`src/rtl/ritc_align_sequencer_pkg.sv`:
```
// Shared definitions for the RITC datapath alignment sequencer: register map, field positions,
// sweep geometry and the controller state encoding.
package ritc_align_sequencer_pkg;

  localparam logic [3:0] AddrDpTraining = 4'd2;
  localparam logic [3:0] AddrDpIdelay   = 4'd4;

  localparam int unsigned LoadBit = 31;
  localparam int unsigned SlipBit = 30;
  localparam int unsigned SelLsb  = 16;
  localparam int unsigned SelW    = 7;
  localparam int unsigned TapW    = 5;

  localparam int unsigned NumCh  = 6;
  localparam int unsigned NumBit = 12;

  localparam logic [TapW-1:0] LastTap = '1;
  localparam logic [2:0]      LastCh  = 3'(NumCh - 1);
  localparam logic [3:0]      LastBit = 4'(NumBit - 1);

  typedef enum logic [3:0] {
    StIdle,
    StSetDly,
    StSetTrn,
    StSettle,
    StSample,
    StEval,
    StDecide,
    StApply,
    StSlip,
    StSettleS,
    StNextBit,
    StDone
  } state_e;

  // DPIDELAY write: load strobe, target bit select and tap value.
  function automatic logic [31:0] idelay_word(input logic [SelW-1:0] sel,
                                               input logic [TapW-1:0] tap);
    logic [31:0] w;
    w                  = '0;
    w[LoadBit]         = 1'b1;
    w[SelLsb +: SelW]  = sel;
    w[TapW-1:0]        = tap;
    return w;
  endfunction

  // DPTRAINING write: training enabled (bit 31 low), optional bitslip, bit select.
  function automatic logic [31:0] training_word(input logic [SelW-1:0] sel, input logic slip);
    logic [31:0] w;
    w                  = '0;
    w[SlipBit]         = slip;
    w[SelLsb +: SelW]  = sel;
    return w;
  endfunction

endpackage

```
`src/rtl/ritc_eye_tracker.sv`:
```
// Tracks the current and widest run of matching taps across one IDELAY sweep and reports the
// centre of the widest run.
module ritc_eye_tracker
  import ritc_align_sequencer_pkg::*;
#(
  parameter int unsigned MIN_EYE = 3
) (
  input  logic            clk,
  input  logic            rst,
  input  logic            clear,
  input  logic            eval,
  input  logic            match,
  input  logic [TapW-1:0] tap,
  output logic            eye_ok,
  output logic [TapW-1:0] centre
);

  logic [TapW:0]   run_len_q, run_len_d;
  logic [TapW-1:0] run_start_q, run_start_d;
  logic [TapW:0]   best_len_q;
  logic [TapW-1:0] best_start_q;

  always_comb begin
    run_len_d   = match ? run_len_q + 1'b1 : '0;
    run_start_d = (match && (run_len_q == '0)) ? tap : run_start_q;
  end

  always_ff @(posedge clk or posedge rst) begin
    if (rst) begin
      run_len_q    <= '0;
      run_start_q  <= '0;
      best_len_q   <= '0;
      best_start_q <= '0;
    end else if (clear) begin
      run_len_q    <= '0;
      run_start_q  <= '0;
      best_len_q   <= '0;
      best_start_q <= '0;
    end else if (eval) begin
      run_len_q   <= run_len_d;
      run_start_q <= run_start_d;
      // Strictly greater: on a tie the earlier run is kept.
      if (run_len_d > best_len_q) begin
        best_len_q   <= run_len_d;
        best_start_q <= run_start_d;
      end
    end
  end

  assign eye_ok = (best_len_q >= (TapW+1)'(MIN_EYE));
  // A run never extends past tap 31, so start + len/2 stays within 5 bits.
  assign centre = best_start_q + best_len_q[TapW:1];

endmodule

```
`src/rtl/ritc_align_sequencer.sv`:
```
// Autonomous IDELAY/bitslip training master for the dual-RITC datapath register bus; passes host
// accesses through while idle.
module ritc_align_sequencer
  import ritc_align_sequencer_pkg::*;
#(
  parameter int unsigned SETTLE_CYCLES = 64,
  parameter int unsigned MIN_EYE       = 3,
  parameter int unsigned MAX_SLIP      = 4
) (
  input  logic        user_clk_i,
  input  logic        rst_i,
  input  logic        start_i,
  input  logic [7:0]  pattern_i,
  input  logic        host_sel_i,
  input  logic        host_wr_i,
  input  logic [3:0]  host_addr_i,
  input  logic [31:0] host_dat_i,
  output logic [31:0] host_dat_o,
  output logic        bus_sel_o,
  output logic        bus_wr_o,
  output logic [3:0]  bus_addr_o,
  output logic [31:0] bus_dat_o,
  input  logic [31:0] bus_dat_i,
  output logic        busy_o,
  output logic        done_o,
  output logic        fail_o,
  output logic [6:0]  fail_count_o,
  output logic [6:0]  cur_bit_o
);

  localparam int unsigned CntW  = (SETTLE_CYCLES > 1) ? $clog2(SETTLE_CYCLES) : 1;
  localparam int unsigned SlipW = $clog2(MAX_SLIP + 1);
  localparam logic [CntW-1:0]  SettleLoad = CntW'(SETTLE_CYCLES - 1);
  localparam logic [SlipW-1:0] SlipMax    = SlipW'(MAX_SLIP);

  state_e           state_q, state_d;
  logic [TapW-1:0]  tap_q, tap_d;
  logic [SlipW-1:0] slip_q, slip_d;
  logic [CntW-1:0]  cnt_q, cnt_d;
  logic [2:0]       ch_q, ch_d;
  logic [3:0]       bit_q, bit_d;
  logic             match_q, match_d;
  logic             fail_q, fail_d;
  logic [6:0]       fail_cnt_q, fail_cnt_d;

  logic             trk_clear, trk_eval, eye_ok;
  logic [TapW-1:0]  centre;
  logic [SelW-1:0]  sel;

  assign sel = {ch_q, bit_q};

  ritc_eye_tracker #(
    .MIN_EYE (MIN_EYE)
  ) u_eye_tracker (
    .clk    (user_clk_i),
    .rst    (rst_i),
    .clear  (trk_clear),
    .eval   (trk_eval),
    .match  (match_q),
    .tap    (tap_q),
    .eye_ok (eye_ok),
    .centre (centre)
  );

  always_comb begin
    state_d    = state_q;
    tap_d      = tap_q;
    slip_d     = slip_q;
    cnt_d      = cnt_q;
    ch_d       = ch_q;
    bit_d      = bit_q;
    match_d    = match_q;
    fail_d     = fail_q;
    fail_cnt_d = fail_cnt_q;
    trk_clear  = 1'b0;
    trk_eval   = 1'b0;

    unique case (state_q)
      StIdle: begin
        if (start_i) begin
          fail_d     = 1'b0;
          fail_cnt_d = '0;
          tap_d      = '0;
          slip_d     = '0;
          ch_d       = '0;
          bit_d      = '0;
          trk_clear  = 1'b1;
          state_d    = StSetDly;
        end
      end
      StSetDly: state_d = StSetTrn;
      StSetTrn: begin
        cnt_d   = SettleLoad;
        state_d = StSettle;
      end
      StSettle: begin
        if (cnt_q == '0) begin
          state_d = StSample;
        end else begin
          cnt_d = cnt_q - 1'b1;
        end
      end
      StSample: begin
        match_d = (bus_dat_i[7:0] == pattern_i);
        state_d = StEval;
      end
      StEval: begin
        trk_eval = 1'b1;
        if (tap_q == LastTap) begin
          state_d = StDecide;
        end else begin
          tap_d   = tap_q + 1'b1;
          state_d = StSetDly;
        end
      end
      StDecide: begin
        if (eye_ok) begin
          state_d = StApply;
        end else if (slip_q < SlipMax) begin
          state_d = StSlip;
        end else begin
          fail_cnt_d = fail_cnt_q + 7'd1;
          fail_d     = 1'b1;
          state_d    = StNextBit;
        end
      end
      StApply: state_d = StNextBit;
      StSlip: begin
        slip_d    = slip_q + 1'b1;
        tap_d     = '0;
        trk_clear = 1'b1;
        cnt_d     = SettleLoad;
        state_d   = StSettleS;
      end
      StSettleS: begin
        if (cnt_q == '0) begin
          state_d = StSetDly;
        end else begin
          cnt_d = cnt_q - 1'b1;
        end
      end
      StNextBit: begin
        if ((bit_q == LastBit) && (ch_q == LastCh)) begin
          state_d = StDone;
        end else begin
          if (bit_q == LastBit) begin
            bit_d = '0;
            ch_d  = ch_q + 3'd1;
          end else begin
            bit_d = bit_q + 4'd1;
          end
          slip_d    = '0;
          tap_d     = '0;
          trk_clear = 1'b1;
          state_d   = StSetDly;
        end
      end
      StDone: state_d = StIdle;
      default: state_d = StIdle;
    endcase
  end

  // Bus mux: host passthrough only in IDLE; otherwise single-cycle master accesses per state.
  always_comb begin
    bus_sel_o  = 1'b0;
    bus_wr_o   = 1'b0;
    bus_addr_o = '0;
    bus_dat_o  = '0;

    unique case (state_q)
      StIdle: begin
        if (!rst_i) begin
          bus_sel_o  = host_sel_i;
          bus_wr_o   = host_wr_i;
          bus_addr_o = host_addr_i;
          bus_dat_o  = host_dat_i;
        end
      end
      StSetDly: begin
        bus_sel_o  = 1'b1;
        bus_wr_o   = 1'b1;
        bus_addr_o = AddrDpIdelay;
        bus_dat_o  = idelay_word(sel, tap_q);
      end
      StSetTrn: begin
        bus_sel_o  = 1'b1;
        bus_wr_o   = 1'b1;
        bus_addr_o = AddrDpTraining;
        bus_dat_o  = training_word(sel, 1'b0);
      end
      StSample: begin
        bus_sel_o  = 1'b1;
        bus_addr_o = AddrDpTraining;
      end
      StApply: begin
        bus_sel_o  = 1'b1;
        bus_wr_o   = 1'b1;
        bus_addr_o = AddrDpIdelay;
        bus_dat_o  = idelay_word(sel, centre);
      end
      StSlip: begin
        bus_sel_o  = 1'b1;
        bus_wr_o   = 1'b1;
        bus_addr_o = AddrDpTraining;
        bus_dat_o  = training_word(sel, 1'b1);
      end
      default: ;
    endcase
  end

  always_ff @(posedge user_clk_i or posedge rst_i) begin
    if (rst_i) begin
      state_q    <= StIdle;
      tap_q      <= '0;
      slip_q     <= '0;
      cnt_q      <= '0;
      ch_q       <= '0;
      bit_q      <= '0;
      match_q    <= 1'b0;
      fail_q     <= 1'b0;
      fail_cnt_q <= '0;
    end else begin
      state_q    <= state_d;
      tap_q      <= tap_d;
      slip_q     <= slip_d;
      cnt_q      <= cnt_d;
      ch_q       <= ch_d;
      bit_q      <= bit_d;
      match_q    <= match_d;
      fail_q     <= fail_d;
      fail_cnt_q <= fail_cnt_d;
    end
  end

  assign host_dat_o   = bus_dat_i;
  assign busy_o       = (state_q != StIdle) && (state_q != StDone);
  assign done_o       = (state_q == StDone);
  assign fail_o       = fail_q;
  assign fail_count_o = fail_cnt_q;
  assign cur_bit_o    = sel;

endmodule

```
`config.mk`:
```
export PLATFORM = sky130hd
export DESIGN_NAME = ritc_align_sequencer
export DESIGN_NICKNAME = d
export VERILOG_FILES = /design/src/rtl/ritc_align_sequencer_pkg.sv /design/src/rtl/ritc_eye_tracker.sv /design/src/rtl/ritc_align_sequencer.sv
export SDC_FILE = /design/constraint.sdc
export NUM_CORES = 1
export LEC_CHECK = 0
export ABC_AREA = 1
export ABC_CLOCK_PERIOD_IN_PS = 4500
export BUFFER_PORTS_ARGS = -buffer_cell sky130_fd_sc_hd__buf_2
export CORE_MARGIN = 2
export CORE_UTILIZATION = 25
export CTS_BUF_LIST = sky130_fd_sc_hd__clkbuf_2 sky130_fd_sc_hd__clkbuf_4 sky130_fd_sc_hd__clkbuf_8
export DETAILED_ROUTE_END_ITERATION = 10
export PLACE_DENSITY = 0.53
export SYNTH_ARGS = -nofsm -noshare
export SYNTH_HDL_FRONTEND = slang
export SYNTH_SLANG_ARGS = --single-unit
```
`constraint.sdc`:
```
create_clock -name user_clk_i -period 4.5 [get_ports user_clk_i]
set_input_delay 0.9 -clock user_clk_i [delete_from_list [all_inputs] [get_ports user_clk_i]]
set_output_delay 0.9 -clock user_clk_i [all_outputs]
set_load 0.1 [all_outputs]
```
======== Word level (Yosys, flattened, before mapping) ========
Index checks and enable logic that the tools add are counted.
storage, ports and cells
  flip-flop bits (word level) ............. 56
operators by class
  add/subtract/negate cells ............... 8
  $lt $le $gt $ge ......................... 3
  eq/ne operators ......................... 25
  muxes and demuxes ....................... 56
  reductions and logical operators ........ 28
operator list
  cell                  number
  $pmux W32 S5          1
  $mux W5               9
  $pmux W4 S11          1
  $mux W6               7
  $mux W4               9
  $mux W32              1
  $mux W7               3
  $eq A4 B4 Y1 const B  5
  $pmux W5 S4           1
  $ne A2 B2 Y1 const B  9
  $eq A4 B3 Y1 const B  4
  $mux W3               5
  $pmux W7 S2           1
  $logic_not A6 Y1      2
  $pmux W4 S3           1
  $pmux W6 S2           1
  $reduce_and A4 Y1     3
  $reduce_bool A2 Y1    5
  $pmux W3 S3           1
  $reduce_and A3 Y1     3
  $eq A4 B2 Y1 const B  2
  $eq A8 B8 Y1          1
  $mux W1               8
  $pmux W4 S2           1
  other kinds (27)      36

======== Longest topological paths before layout ========
Gate-level depths: netlist of the first run.
  depth in word-level cells ............... 6
  gate-level depth with buffers ........... 15
  mapped depth without buffers ............ 14

======== By module ========
From an unflattened synthesis of the first run, not the netlist that was laid out.
second synthesis, totals
  cell total of the unflattened synthesis .. 645
  area, all modules ....................... 4385.5 sq um
modules (own cells, without submodules)
  module                instances  cells an instance  area an instance (sq um)
  ritc_align_sequencer  1          438                2904.0
  ritc_eye_tracker      1          207                1481.4

======== Worst setup path after synthesis of the first run ========
Ideal clock, no wire load.
  path type ............................... input to output
  start ................................... input port rst_i
  end ..................................... output port bus_addr_o[3]
  data arrival time ....................... 4.250 ns
  data required time ...................... 3.600 ns
  slack ................................... -0.650 ns
  stages .................................. 4
  cell sequence ........................... inv_1 > clkbuf_1 > nand2_1 > nor2_1
on the way
  cells in the longest elaborated chain, start to end .. 2
ends and longest elaborated chain
  item                line                         source
  start: declaration  ritc_align_sequencer.sv:11   input logic rst_i,
  $mux W4             ritc_align_sequencer.sv:172  if (!rst_i) begin
  $pmux W4 S3         ritc_align_sequencer.sv:170  unique case (state_q)
  end: declaration    ritc_align_sequencer.sv:21   output logic [3:0] bus_addr_o,
No other way between the ends.

======== Final worst setup path of the first run ========
  start ................................... register state_q[3]
  end ..................................... output port bus_dat_o[3]
on the way
  cells in the longest elaborated chain, start to end .. 2
  elaborated cells on any way between the ends .. 6
  classes of those cells .................. eq/ne (4); mux (1); reduce/logical (1)
ends and longest elaborated chain
  item                                        line                         source
  start: declaration                          ritc_align_sequencer.sv:36   state_e state_q, state_d;
  start signal: assignment                    ritc_align_sequencer.sv:213  state_q <= StIdle;
  start signal: assignment                    ritc_align_sequencer.sv:223  state_q <= state_d;
  $eq A4 B4 Y1, or another cell as far along  ritc_align_sequencer.sv:170
  $pmux W32 S5 (*)                            ritc_align_sequencer.sv:170
  end: declaration                            ritc_align_sequencer.sv:22   output logic [31:0] bus_dat_o,
Mark *: on every way between the ends. The rest lies on a longest branch, timed or not.

==> impl_results.md, run 1 <==
* Post-layout nets at 796
* Final Skew at 0.01475 ns
* Root Buffer: clkbuf_8
* Post_cts resized at 0
* Initial antenna violation count at 0
* Final ANT Viol Nets at 0
* Post-CTS Setup Repair Bufs at 0
* Io pins at 168
* Overall die area at 17830 sq um
* Worst R2R Path Depth at 12
* Sequential share of the synthesized area at between 30% and 40%
* Cts bufs inserted at 5
* Worst EP arrival at 2.68 ns
* Reg-to-reg startpoint: u_eye_tracker.run_len_q[0]$_DFFE_PP0P_
* Die Ht at between 100 and 150 um
* Crit Path Max Fanout at 27
* Worst vdd ir at approximately 0.00084 V
* Final GP Congestion at 0.7869
* RSZ-0062 raised after global routing: false
* Dpl hpwl at 8740 um
* Worst hold path startpoint: fail_o$_DFFE_PP0P_
* Relative slew margins at 52.32%
* Least-Margin Pin Slew at 0.7144 ns
* Clk_lat worst skew at 0.33 ns
* Hold depth at 2
* Fin Hold WS at 0.4812 ns
* Required @ worst endpoint at between 3 and 4 ns
* Pwr Total at 2.799 mW
* Mapped cell area at 4195 sq um
* Routed WL at about 11000 um
* Largest net degree at the start of global routing at 33
* Synth Instances at 610
* Seq cells post-synth at 56
* DP Worst Slack at 1.265 ns
* Outcome: finished clean
* Initial Utilization at 25.48%
* Core area at between 15000 and 20000 sq um
* First-pass GRT wire length at 18060 um
* Initial drt markers at between 200 and 300
* Diodes inserted at 0
* Hold Crit Class: flip-flop to flip-flop
* Post-route clock period utilization at 79.51%
* Storage cell area at 1401 sq um
* CTS tree: yes
* Vias after detailed routing at 3970
* Final Hold Viols at 0
* Final global-route overflow total at 0
* Die X at 133.5 um
* Clk slew on worst S/H paths at 0.10 ns
* Filler cells at 1840
* DR pass1 iterations at 4
* DRC at 0
* Reg2reg end: u_eye_tracker.best_len_q[5]$_DFFE_PP0P_
* Critical path start-end classification: flip-flop to output pin
* Sw Ratio at around three fifths
* Worst-case clock buffer depth at 2
* Critical Path Source Type: flip-flop
* Row cnt at between 40 and 50
* Power Internal at 1.070 mW
* Share of cells above drive strength 1 at 23.05%
* Vias in the first global route at ~3700
* Drt wl/cell at between 10 and 15 um
* Comb power frac at between 60% and 70%
* Min-Delay Endpoint: fail_o$_DFFE_PP0P_
* Period minus WS final at 3.578 ns
* FMAX at 279.5 MHz
* Sequential share of power at 24.3%
* Area growth syn-to-layout at 16.55%
* Worst reg-to-reg setup slack at between 1.5 and 2 ns
* Leakage at 2.696 nW
* Post-synthesis cell type count at 31
* Worst setup EP type: output pin
* Final WS setup at 0.9222 ns
* Final setup viols at 0
* Count of buffers from port buffering at 119
* Mean Syn Cell Area at 6.877 sq um
* Clk pwr share at 13.0%
* Clock Sinks at 56
* Cts hold-fix bufs at 0
* Area of the multi-input gates at 2230 sq um
* Switch Pwr at 1.729 mW
* Drt via density at 4.344
* Power Dens Cells at 572.4 nW/um^2
* Total Neg Setup Slack at 0 ns
* Max Slew Vio Count at 0
* Syn Nets at approximately 710
* Total GRT Usage at 12.37%
* Syn. warnings at 0
* H-tree depth at 2
* Max-cap violations at 0
worst max-delay path by stage:
| stage | end | cells past startpoint | slack [ns] | startpoint |
|---|---|---|---|---|
| after floorplan | bus_addr_o[3] | 4 | 0.33 | rst_i |
| after global routing | bus_dat_o[3] | 7 | 0.67 | state_q[1]$_DFFE_PP0P_ |
| after CTS | bus_dat_o[3] | 7 | 0.90 | state_q[3]$_DFFE_PP0P_ |
| after detailed placement | bus_dat_o[3] | 7 | 1.27 | state_q[3]$_DFFE_PP0P_ |
| after global placement | bus_dat_o[3] | 7 | 1.28 | state_q[3]$_DFFE_PP0P_ |
| final | bus_dat_o[3] | 7 | 0.92 | state_q[3]$_DFFE_PP0P_ |
layout make-up:
type | count | share of cell area [%]
Sequential cell | 56 | 28.66
Multi-Input combinational cell | 442 | 45.60
Clock inverter | 2 | 0.7932
Clock buffer | 6 | 1.689
Timing Repair Buffer | 121 | 12.49
Tap cell | 220 | 5.629
Inverter | 67 | 5.143
flip-flops by register name, summed over array words and instances (netlist names):
register	count
fail_count_o	7
bit_q	4
ch_q	3
u_eye_tracker.run_len_q	6
match_q	1
u_eye_tracker.best_start_q	5
fail_o	1
cnt_q	6
state_q	4
slip_q	3
u_eye_tracker.best_len_q	6
tap_q	5
u_eye_tracker.run_start_q	5
placed cells by master (no fill, tap or decap), drive strengths merged:
| cell type | instances |
|---|---|
| inv | 67 |
| nand3b | 1 |
| xor2 | 10 |
| clkinv | 1 |
| a31oi | 2 |
| bufinv | 1 |
| dfrtp | 56 |
| fa | 1 |
| or2 | 8 |
| ha | 21 |
| nor2 | 65 |
| buf | 121 |
| a21oi | 9 |
| nand3 | 54 |
| nand4 | 16 |
| nand2 | 204 |
| o211ai | 4 |
| nor3 | 3 |
| clkbuf | 6 |
| o22ai | 4 |
| and2 | 1 |
| o21bai | 1 |
| o21ai | 35 |
| nor3b | 1 |
| xnor2 | 2 |
logic make-up after synthesis:
| logic type | Yosys count | share of synthesized area, % |
|---|---|---|
| simple gates | 353 | 36.86 |
| fa+ha+maj | 22 | 6.740 |
| compound gates | 55 | 7.038 |
| flops | 56 | 33.40 |
| buf+inv | 112 | 13.45 |
| xor+xnor | 12 | 2.505 |
power by group through the flow:
stage	Clock (mW)	Sequential (mW)	Combinational, mW
2_1_floorplan	0	0.773	1.48
3_3_place_gp	0	0.689	1.77
3_5_place_dp	0	0.692	1.76
4_1_cts	0.375	0.682	1.77
5_1_grt	0.393	0.695	1.88
6_report	0.363	0.681	1.75
per-stage QoR:
| step | cells | util [%] | instance area [sq um] |
|---|---|---|---|
| global placement | 906 | 28.96 | 4768 |
| CTS | 914 | 29.70 | 4890 |
| finish | 914 | 29.70 | 4890 |
| global route | 914 | 29.70 | 4890 |
| detailed placement | 906 | 28.96 | 4768 |
| floorplan | 610 | - | 4197 |
cells in the mapped netlist:
master | count | area (sq um)
a21oi_1 | 9 | 45.04
a31oi_1 | 2 | 12.51
and2_1 | 1 | 6.260
buf_2 | 4 | 20.02
buf_4 | 33 | 247.7
buf_6 | 2 | 22.52
clkbuf_1 | 6 | 22.52
dfrtp_1 | 56 | 1401
fa_1 | 1 | 20.02
ha_1 | 21 | 262.8
inv_1 | 64 | 240.2
inv_2 | 3 | 11.26
nand2_1 | 200 | 750.7
nand2_2 | 4 | 25.02
nand3_1 | 51 | 255.2
nand3_2 | 3 | 30.03
nand3b_1 | 1 | 7.510
nand4_1 | 16 | 100.1
nor2_1 | 53 | 198.9
nor2_2 | 7 | 43.79
nor2_4 | 5 | 56.30
nor3_1 | 3 | 15.01
nor3b_1 | 1 | 7.510
o211ai_1 | 4 | 30.03
o21ai_0 | 34 | 170.2
o21ai_1 | 1 | 5.000
o21bai_1 | 1 | 7.510
o22ai_1 | 4 | 25.02
or2_2 | 8 | 50.05
xnor2_1 | 2 | 17.52
xor2_1 | 10 | 87.58
metal layers:
metal | share of wire [%] | global-route usage (%) | vias to the layer above
li1 | - | - | 2074
met1 | 47 | 15.93 | 1808
met2 | 48 | 21.02 | 73
met3 | 2.9 | 1.750 | 15
met4 | 2.3 | 4.728 | 0
met5 | 0 | 0 | -
worst max-delay path: stages, from the launching register on:
cell      delay (ns)
dfrtp_1         0.44
nor2_2          0.23
nand2_2         0.34
nor2_4          0.52
nand2_1         0.09
o21ai_0         0.12
o21bai_1        0.16
buf_2           0.46
Note: power is estimated with default switching activity, not from simulation.
==> run 2: changes to the inputs <==
--- a/config.mk
+++ b/config.mk
@@ -5,14 +5,14 @@
 export SDC_FILE = /design/constraint.sdc
 export NUM_CORES = 1
 export LEC_CHECK = 0
-export ABC_AREA = 1
-export ABC_CLOCK_PERIOD_IN_PS = 4500
+export ABC_AREA = 0
+export ABC_CLOCK_PERIOD_IN_PS = 2900
 export BUFFER_PORTS_ARGS = -buffer_cell sky130_fd_sc_hd__buf_2
 export CORE_MARGIN = 2
 export CORE_UTILIZATION = 25
 export CTS_BUF_LIST = sky130_fd_sc_hd__clkbuf_2 sky130_fd_sc_hd__clkbuf_4 sky130_fd_sc_hd__clkbuf_8
 export DETAILED_ROUTE_END_ITERATION = 10
-export PLACE_DENSITY = 0.53
+export PLACE_DENSITY = 0.54
 export SYNTH_ARGS = -nofsm -noshare
 export SYNTH_HDL_FRONTEND = slang
 export SYNTH_SLANG_ARGS = --single-unit
==> constraint.sdc (replaced) <==
create_clock -name user_clk_i -period 2.9 [get_ports user_clk_i]
set_input_delay 0.58 -clock user_clk_i [delete_from_list [all_inputs] [get_ports user_clk_i]]
set_output_delay 0.58 -clock user_clk_i [all_outputs]
set_load 0.1 [all_outputs]
==> run 2 against run 1 <==
Clock-buffer cell count decreased by 1; worst setup slack got worse by 0.80 ns; non-clock buffer count increased by 18; total power increased by 77%; design area increased by 15%; die area increased by 2.1%; sequential share of layout area decreased by 3.8 points; clock power increased by 20%; via count decreased by 4.1%; highest routed layer unchanged.
==> impl_results.md, run 2 <==
* Die Ht at around 130 um
* Final instance area at 5634 sq um
* Worst vdd ir at 0.0004120 V
* Relative slew margins at 48.83%
* Dpl hpwl at 9181 um
* Worst R2R Path Depth at 10
* Outcome: finished clean
* Io pins at ~170
* Final GP Congestion at 0.8096
* Post-synthesis simple-gate area fraction at 18.97%
* Critical Path Source Type: flip-flop
* CP Capture Point: bus_sel_o
* Synth area leader: dfrtp_1
* Initial antenna violation count at 0
* Synth Instances at 457
* Syn. warnings at 0
* RSZ-0062 raised after global routing: false
* Post-CTS Setup Repair Bufs at 0
* Clk_lat worst skew at around 0.33 ns
* Multiplexer area fraction after synthesis at approximately 5%
* Period minus WS final at 2.776 ns
* Syn Nets at 560
* FMAX at 360.2 MHz
* Mapped cell area at 4287 sq um
* Top cell type's share of synthesized area at between 30 and 40%
* Post-layout nets at between 600 and 700
* DP Area at roughly 5500 sq um
* Diodes inserted at 0
* Mean Syn Cell Area at about 9.4 sq um
* Leakage at 2.605 nW
* Total GRT Usage at between 10% and 20%
* DRC at 0
* Die X at around 130 um
* Power Dens Cells at around 880 nW/um^2
* Reg-to-reg startpoint: u_eye_tracker.run_len_q[2]$_DFFE_PP0P_
* CTS tree: yes
* Synth Area in Adders at 6.597%
* Root Buffer: clkbuf_8
* Final global-route overflow total at 0
* Pwr Total at 4.952 mW
* Top post-synthesis cells by count: 56 x dfrtp_1, 35 x buf_4, 25 x and3_1, 25 x nand2_1
* Row cnt at 47
* Initial drt markers at 199
* Post-route clock period utilization at 95.73%
* Routed WL at about 12000 um
* Worst-case clock buffer depth at 2
* Drt wl/cell at 15.42 um
* Final Hold Viols at 0
* Required @ worst endpoint at 2.32 ns
* Cts hold-fix bufs at 0
* Share of cells above drive strength 1 at 34.13%
* Count leader, synth: dfrtp_1
* Core area at approximately 17000 sq um
* Xor/xnor share of the synthesized area at under 10%
* Max Slew Vio Count at 0
* H-tree depth at 2
* Post_cts resized at 0
* Worst EP arrival at 2.20 ns
* Ys async rst share at 100.0%
* Worst reg-to-reg setup slack at 0.19 ns
* Max FFs per register at 7
* Post-synthesis cell type count at 76
* Hold Crit Class: input port to async pin
* Cts bufs inserted at 5
* Largest net degree at the start of global routing at 42
* Vias in the first global route at 3743
* Crit path launch: state_q[2]$_DFFE_PP0P_
* Worst setup EP type: output pin
* Max-cap violations at 0
* Drt via density at 4.976
* Clk slew on worst S/H paths at 0.10 ns
* Vias after detailed routing at approximately 3800
* Main area contributors after synthesis: dfrtp_1 33%, buf_4 6.1%, ha_1 6.1%, mux2i_1 4.0%, a22o_1 3.9%
* Reg2reg end: u_eye_tracker.best_start_q[2]$_DFFE_PP0P_
* Synth Area in Compound Gates at 21.86%
* DR pass1 iterations at 5
* Area growth syn-to-layout at 31.44%
* Final setup viols at 0
* Least-Margin Pin Slew at 0.7481 ns
* Critical path start-end classification: flip-flop to output pin
* Commonest non-fill, non-tap cell in the layout: buf_2
* Sequential share of the synthesized area at between 30% and 40%
* Largest family of logic cells by synthesized area: compound AO/OA/AOI/OAI gates
* Seq cells post-synth at 56
* Most frequent cells in the layout: 81 x buf_2, 55 x dfrtp_1, 38 x buf_12, 25 x nand2_1, 21 x ha_1
* Count of buffers from port buffering at 119
* Crit Path Max Fanout at 17
* Initial Utilization at 25.67%
* Overall die area at 18210 sq um
* Final Skew at 0.01371 ns
* Total Neg Setup Slack at 0 ns
* Number of enable flip-flop cells after synthesis at 0
* Most used DFF post-synth: dfrtp_1
* Clock Sinks at 56
* Final ANT Viol Nets at 0
* First-pass GRT wire length at between 15000 and 20000 um
-- run 2: cell types whose count changed after synthesis, moves of 13 or more --
cell	previous run	this run
inv_1	64	21
mux2i_1	0	17
nand2_1	200	25
nand4_1	16	3
and3_1	0	25
a22o_1	0	19
o21ai_0	34	21
nand3_1	51	17
nor2_1	53	16
-- run 2: stage by stage --
step / utilization (%) / hold slack [ns] / cells / setup WS [ns]
2_1_floorplan: - / 0.4658 / 457 / 0.04895
3_3_place_gp: 33.17 / 0.4598 / 758 / 0.2159
3_5_place_dp: 33.17 / 0.4704 / 758 / 0.1249
4_1_cts: 33.66 / 0.3274 / 765 / 0.05849
5_1_grt: 33.74 / 0.3495 / 765 / 0.01278
6_report: 33.74 / 0.3189 / 765 / 0.1238
-- run 2: logic make-up after synthesis --
family | count (synthesis)
simple gates | 137
compound gates | 123
buf+inv | 79
flops | 56
fa+ha+maj | 22
mux | 21
xor+xnor | 19
-- run 2: worst min-delay path by stage --
stage,start,to,cells past startpoint
after global routing,rst_i,fail_count_o[0]$_DFFE_PP0P_,3
after floorplan,u_eye_tracker.run_start_q[0]$_DFFE_PP0P_,u_eye_tracker.run_start_q[0]$_DFFE_PP0P_,1
after global placement,fail_o$_DFFE_PP0P_,fail_o$_DFFE_PP0P_,2
after detailed placement,fail_o$_DFFE_PP0P_,fail_o$_DFFE_PP0P_,2
after CTS,rst_i,fail_count_o[1]$_DFFE_PP0P_,3
final,rst_i,fail_count_o[0]$_DFFE_PP0P_,3
-- run 2: layer usage --
metal	share of wire, %	GRT usage, %
met5	0	0
met4	1.2	3.819
met3	6.1	2.703
met2	49	21.55
met1	44	16.57
-- run 2: critical path: stages, from the launching register on --
cell and delay (ns):
dfrtp_2 0.50, or4_4 0.57, nor2_2 0.09, buf_4 0.24, a221o_1 0.26, buf_12 0.19
-- run 2: layout make-up --
| type | instances | area (sq um) |
|---|---|---|
| fillers | 1715 | 11070 |
| multi-input cells | 322 | 2480 |
| flip-flops and latches | 56 | 1403 |
| repair buffers | 139 | 1316 |
| well taps | 220 | 275.3 |
| inverters | 21 | 78.83 |
| clock buffers | 5 | 68.82 |
| clock inverters | 2 | 12.51 |
-- run 2: power by group --
group / internal, mW / leakage, nW / switching (mW)
clock network: 0.165 / 0.0400 / 0.270
registers: 0.900 / 0.741 / 0.171
logic: 1.09 / 1.82 / 2.36
==> run 3: changes to the inputs <==
--- a/config.mk
+++ b/config.mk
@@ -7,7 +7,7 @@
 export LEC_CHECK = 0
 export ABC_AREA = 0
 export ABC_CLOCK_PERIOD_IN_PS = 2900
-export BUFFER_PORTS_ARGS = -buffer_cell sky130_fd_sc_hd__buf_2
+export BUFFER_PORTS_ARGS = -buffer_cell sky130_fd_sc_hd__buf_4
 export CORE_MARGIN = 2
 export CORE_UTILIZATION = 25
 export CTS_BUF_LIST = sky130_fd_sc_hd__clkbuf_2 sky130_fd_sc_hd__clkbuf_4 sky130_fd_sc_hd__clkbuf_8
==> run 3 against run 2 <==
Clock-buffer cell count stayed put; final cell count is 0.13% higher; core utilization is 1.4 points lower; non-clock buffer count stayed put; wire length is 0.42% higher; sequential cell count stayed put; critical path type unchanged; largest cell class unchanged.
==> impl_results.md, run 3 (synthesized netlist as in run 2, its figures left out) <==
* Reg-to-reg startpoint: u_eye_tracker.run_len_q[2]$_DFFE_PP0P_
* Commonest non-fill, non-tap cell in the layout: buf_4
* Sequential share of power at 22.8%
* Count of buffers from port buffering at 119
* H-tree depth at 2
* Area growth syn-to-layout at 26.04%
* Critical path start-end classification: flip-flop to output pin
* Dpl hpwl at approximately 9100 um
* Vias in the first global route at 3686
* Pwr Total at between 4 and 5 mW
* Max FFs per register at 7
* Core area at between 15000 and 20000 sq um
* RSZ-0062 raised after global routing: false
* Diodes inserted at 0
* Post-layout nets at 648
* Worst vdd ir at 0.0003202 V
* Die X at 134.9 um
* Storage cell area at 1403 sq um
* Cts bufs inserted at 5
* Die Ht at 134.9 um
* Clock Sinks at 56
* Share of cells above drive strength 1 at roughly a third
* Fin Hold WS at 0.3572 ns
* Power Dens Cells at 883.5 nW/um^2
* Total GRT Usage at 12.48%
* Outcome: finished clean
* Row cnt at between 40 and 50
* Final global-route overflow total at 0
* Overall die area at 18210 sq um
* Final Skew at around 0.0088 ns
* Initial drt markers at 147
* Drt wl/cell at roughly 15 um
* Hold Crit Class: input port to async pin
* Worst setup EP type: output pin
* Least-Margin Pin Slew at 0.7470 ns
* Crit Path Max Fanout at 17
* Placed cell count at between 700 and 800
* Required @ worst endpoint at 2.32 ns
* Largest net degree at the start of global routing at 40
* DRC at 0
* Final setup viols at 0
* Total Neg Setup Slack at 0 ns
* Worst R2R Path Depth at 10
* Vias after detailed routing at about 3800
* Area of the multi-input gates at approximately 2500 sq um
* Worst reg-to-reg setup slack at between 0.2 and 0.3 ns
* Initial Utilization at 25.67%
* Drt via density at 4.969
* Cts hold-fix bufs at 0
* Max-cap violations at 0
* CTS tree: yes
* Sw Ratio at 57.81%
* Switch Pwr at 2.759 mW
* Clk slew on worst S/H paths at 0.10 ns
* Relative slew margins at between 40% and 50%
* Cell Count, Final, Fillers Out at 766
* FMAX at 354.8 MHz
* Clk pwr share at 11.0%
* First-pass GRT wire length at 18530 um
* Comb power frac at 66.2%
* Final Hold Viols at 0
* Most frequent cells in the layout: 135 x buf_4, 55 x dfrtp_1, 25 x nand2_1, 21 x ha_1, 20 x inv_1
* Clk_lat worst skew at about 0.31 ns
* Io pins at 168
* Worst EP arrival at approximately 2.2 ns
* DR pass1 iterations at 4
* Period minus WS final at 2.819 ns
* Worst-case clock buffer depth at 2
* Leakage at 2.571 nW
* Root Buffer: clkbuf_8
* Final ANT Viol Nets at 0
* Initial antenna violation count at 0
* Post-route clock period utilization at 97.20%
* Power Internal at 2.014 mW
* Max Slew Vio Count at 0
* Filler cells at 1758
* Routed WL at 11850 um
* Reg2reg end: u_eye_tracker.best_start_q[0]$_DFFE_PP0P_
* Final GP Congestion at 0.8052
* Critical Path Source Type: flip-flop
==> run 3: critical path, cell delays in order (launching register included) <==
cell	delay (ns)
dfrtp_1	0.50
or4_4	0.59
nor2_2	0.10
buf_4	0.25
a221o_1	0.25
buf_6	0.24
==> run 3: how the worst max path moves through the flow <==
stage,start,cells after the start,slack [ns],to
after floorplan,state_q[2]$_DFFE_PP0P_,5,0.05,bus_addr_o[1]
after global placement,u_eye_tracker.run_len_q[2]$_DFFE_PP0P_,10,0.35,u_eye_tracker.best_start_q[3]$_DFFE_PP0P_
after detailed placement,u_eye_tracker.run_len_q[2]$_DFFE_PP0P_,10,0.28,u_eye_tracker.best_len_q[5]$_DFFE_PP0P_
after CTS,state_q[0]$_DFFE_PP0P_,5,0.02,bus_sel_o
after global routing,state_q[2]$_DFFE_PP0P_,6,0.005,bus_dat_o[1]
final,state_q[2]$_DFFE_PP0P_,5,0.08,bus_sel_o
==> run 3: power groups by stage <==
| stage | logic (mW) | clock network (mW) | registers (mW) |
|---|---|---|---|
| final | 3.16 | 0.527 | 1.09 |
| after global routing | 3.31 | 0.569 | 1.12 |
| after CTS | 3.13 | 0.543 | 1.09 |
| after detailed placement | 3.12 | 0 | 1.10 |
| after global placement | 3.10 | 0 | 1.09 |
| after floorplan | 2.28 | 0 | 1.38 |
==> run 3: layer usage <==
metal / global-route usage, % / up-vias / wire [um]
met3: 2.027 / 28 / 901
met4: 3.993 / 0 / 230
li1: - / 1841 / -
met2: 22.11 / 136 / 5742
met1: 15.47 / 1801 / 4970
met5: 0 / - / 0
==> run 3: area by class of cell <==
cell class                 instances  share of cell area, %
multi-input combinational        322                  45.83
clock buffer                       5                  1.274
inverter                          21                  1.459
sequential                        56                  25.96
timing repair buffer             139                  19.59
clock inverter                     3                 0.7874
tap                              220                  5.095
==> run 3: what timing repair did <==
item | CTS | global route
endpoints found under the setup margin | 0 | 11
gates resized for setup | 0 | 6
buffers inserted | 0 | 0
==> run 3: metrics by stage <==
step                setup WS [ns]  cell area, sq um  utilization [%]
finish                    0.08117              5403            32.35
global route             0.004737              5403            32.35
CTS                       0.02390              5379            32.21
detailed placement         0.2761              5268            31.54
global placement           0.3503              5268            31.54
floorplan                 0.04895              4334                -
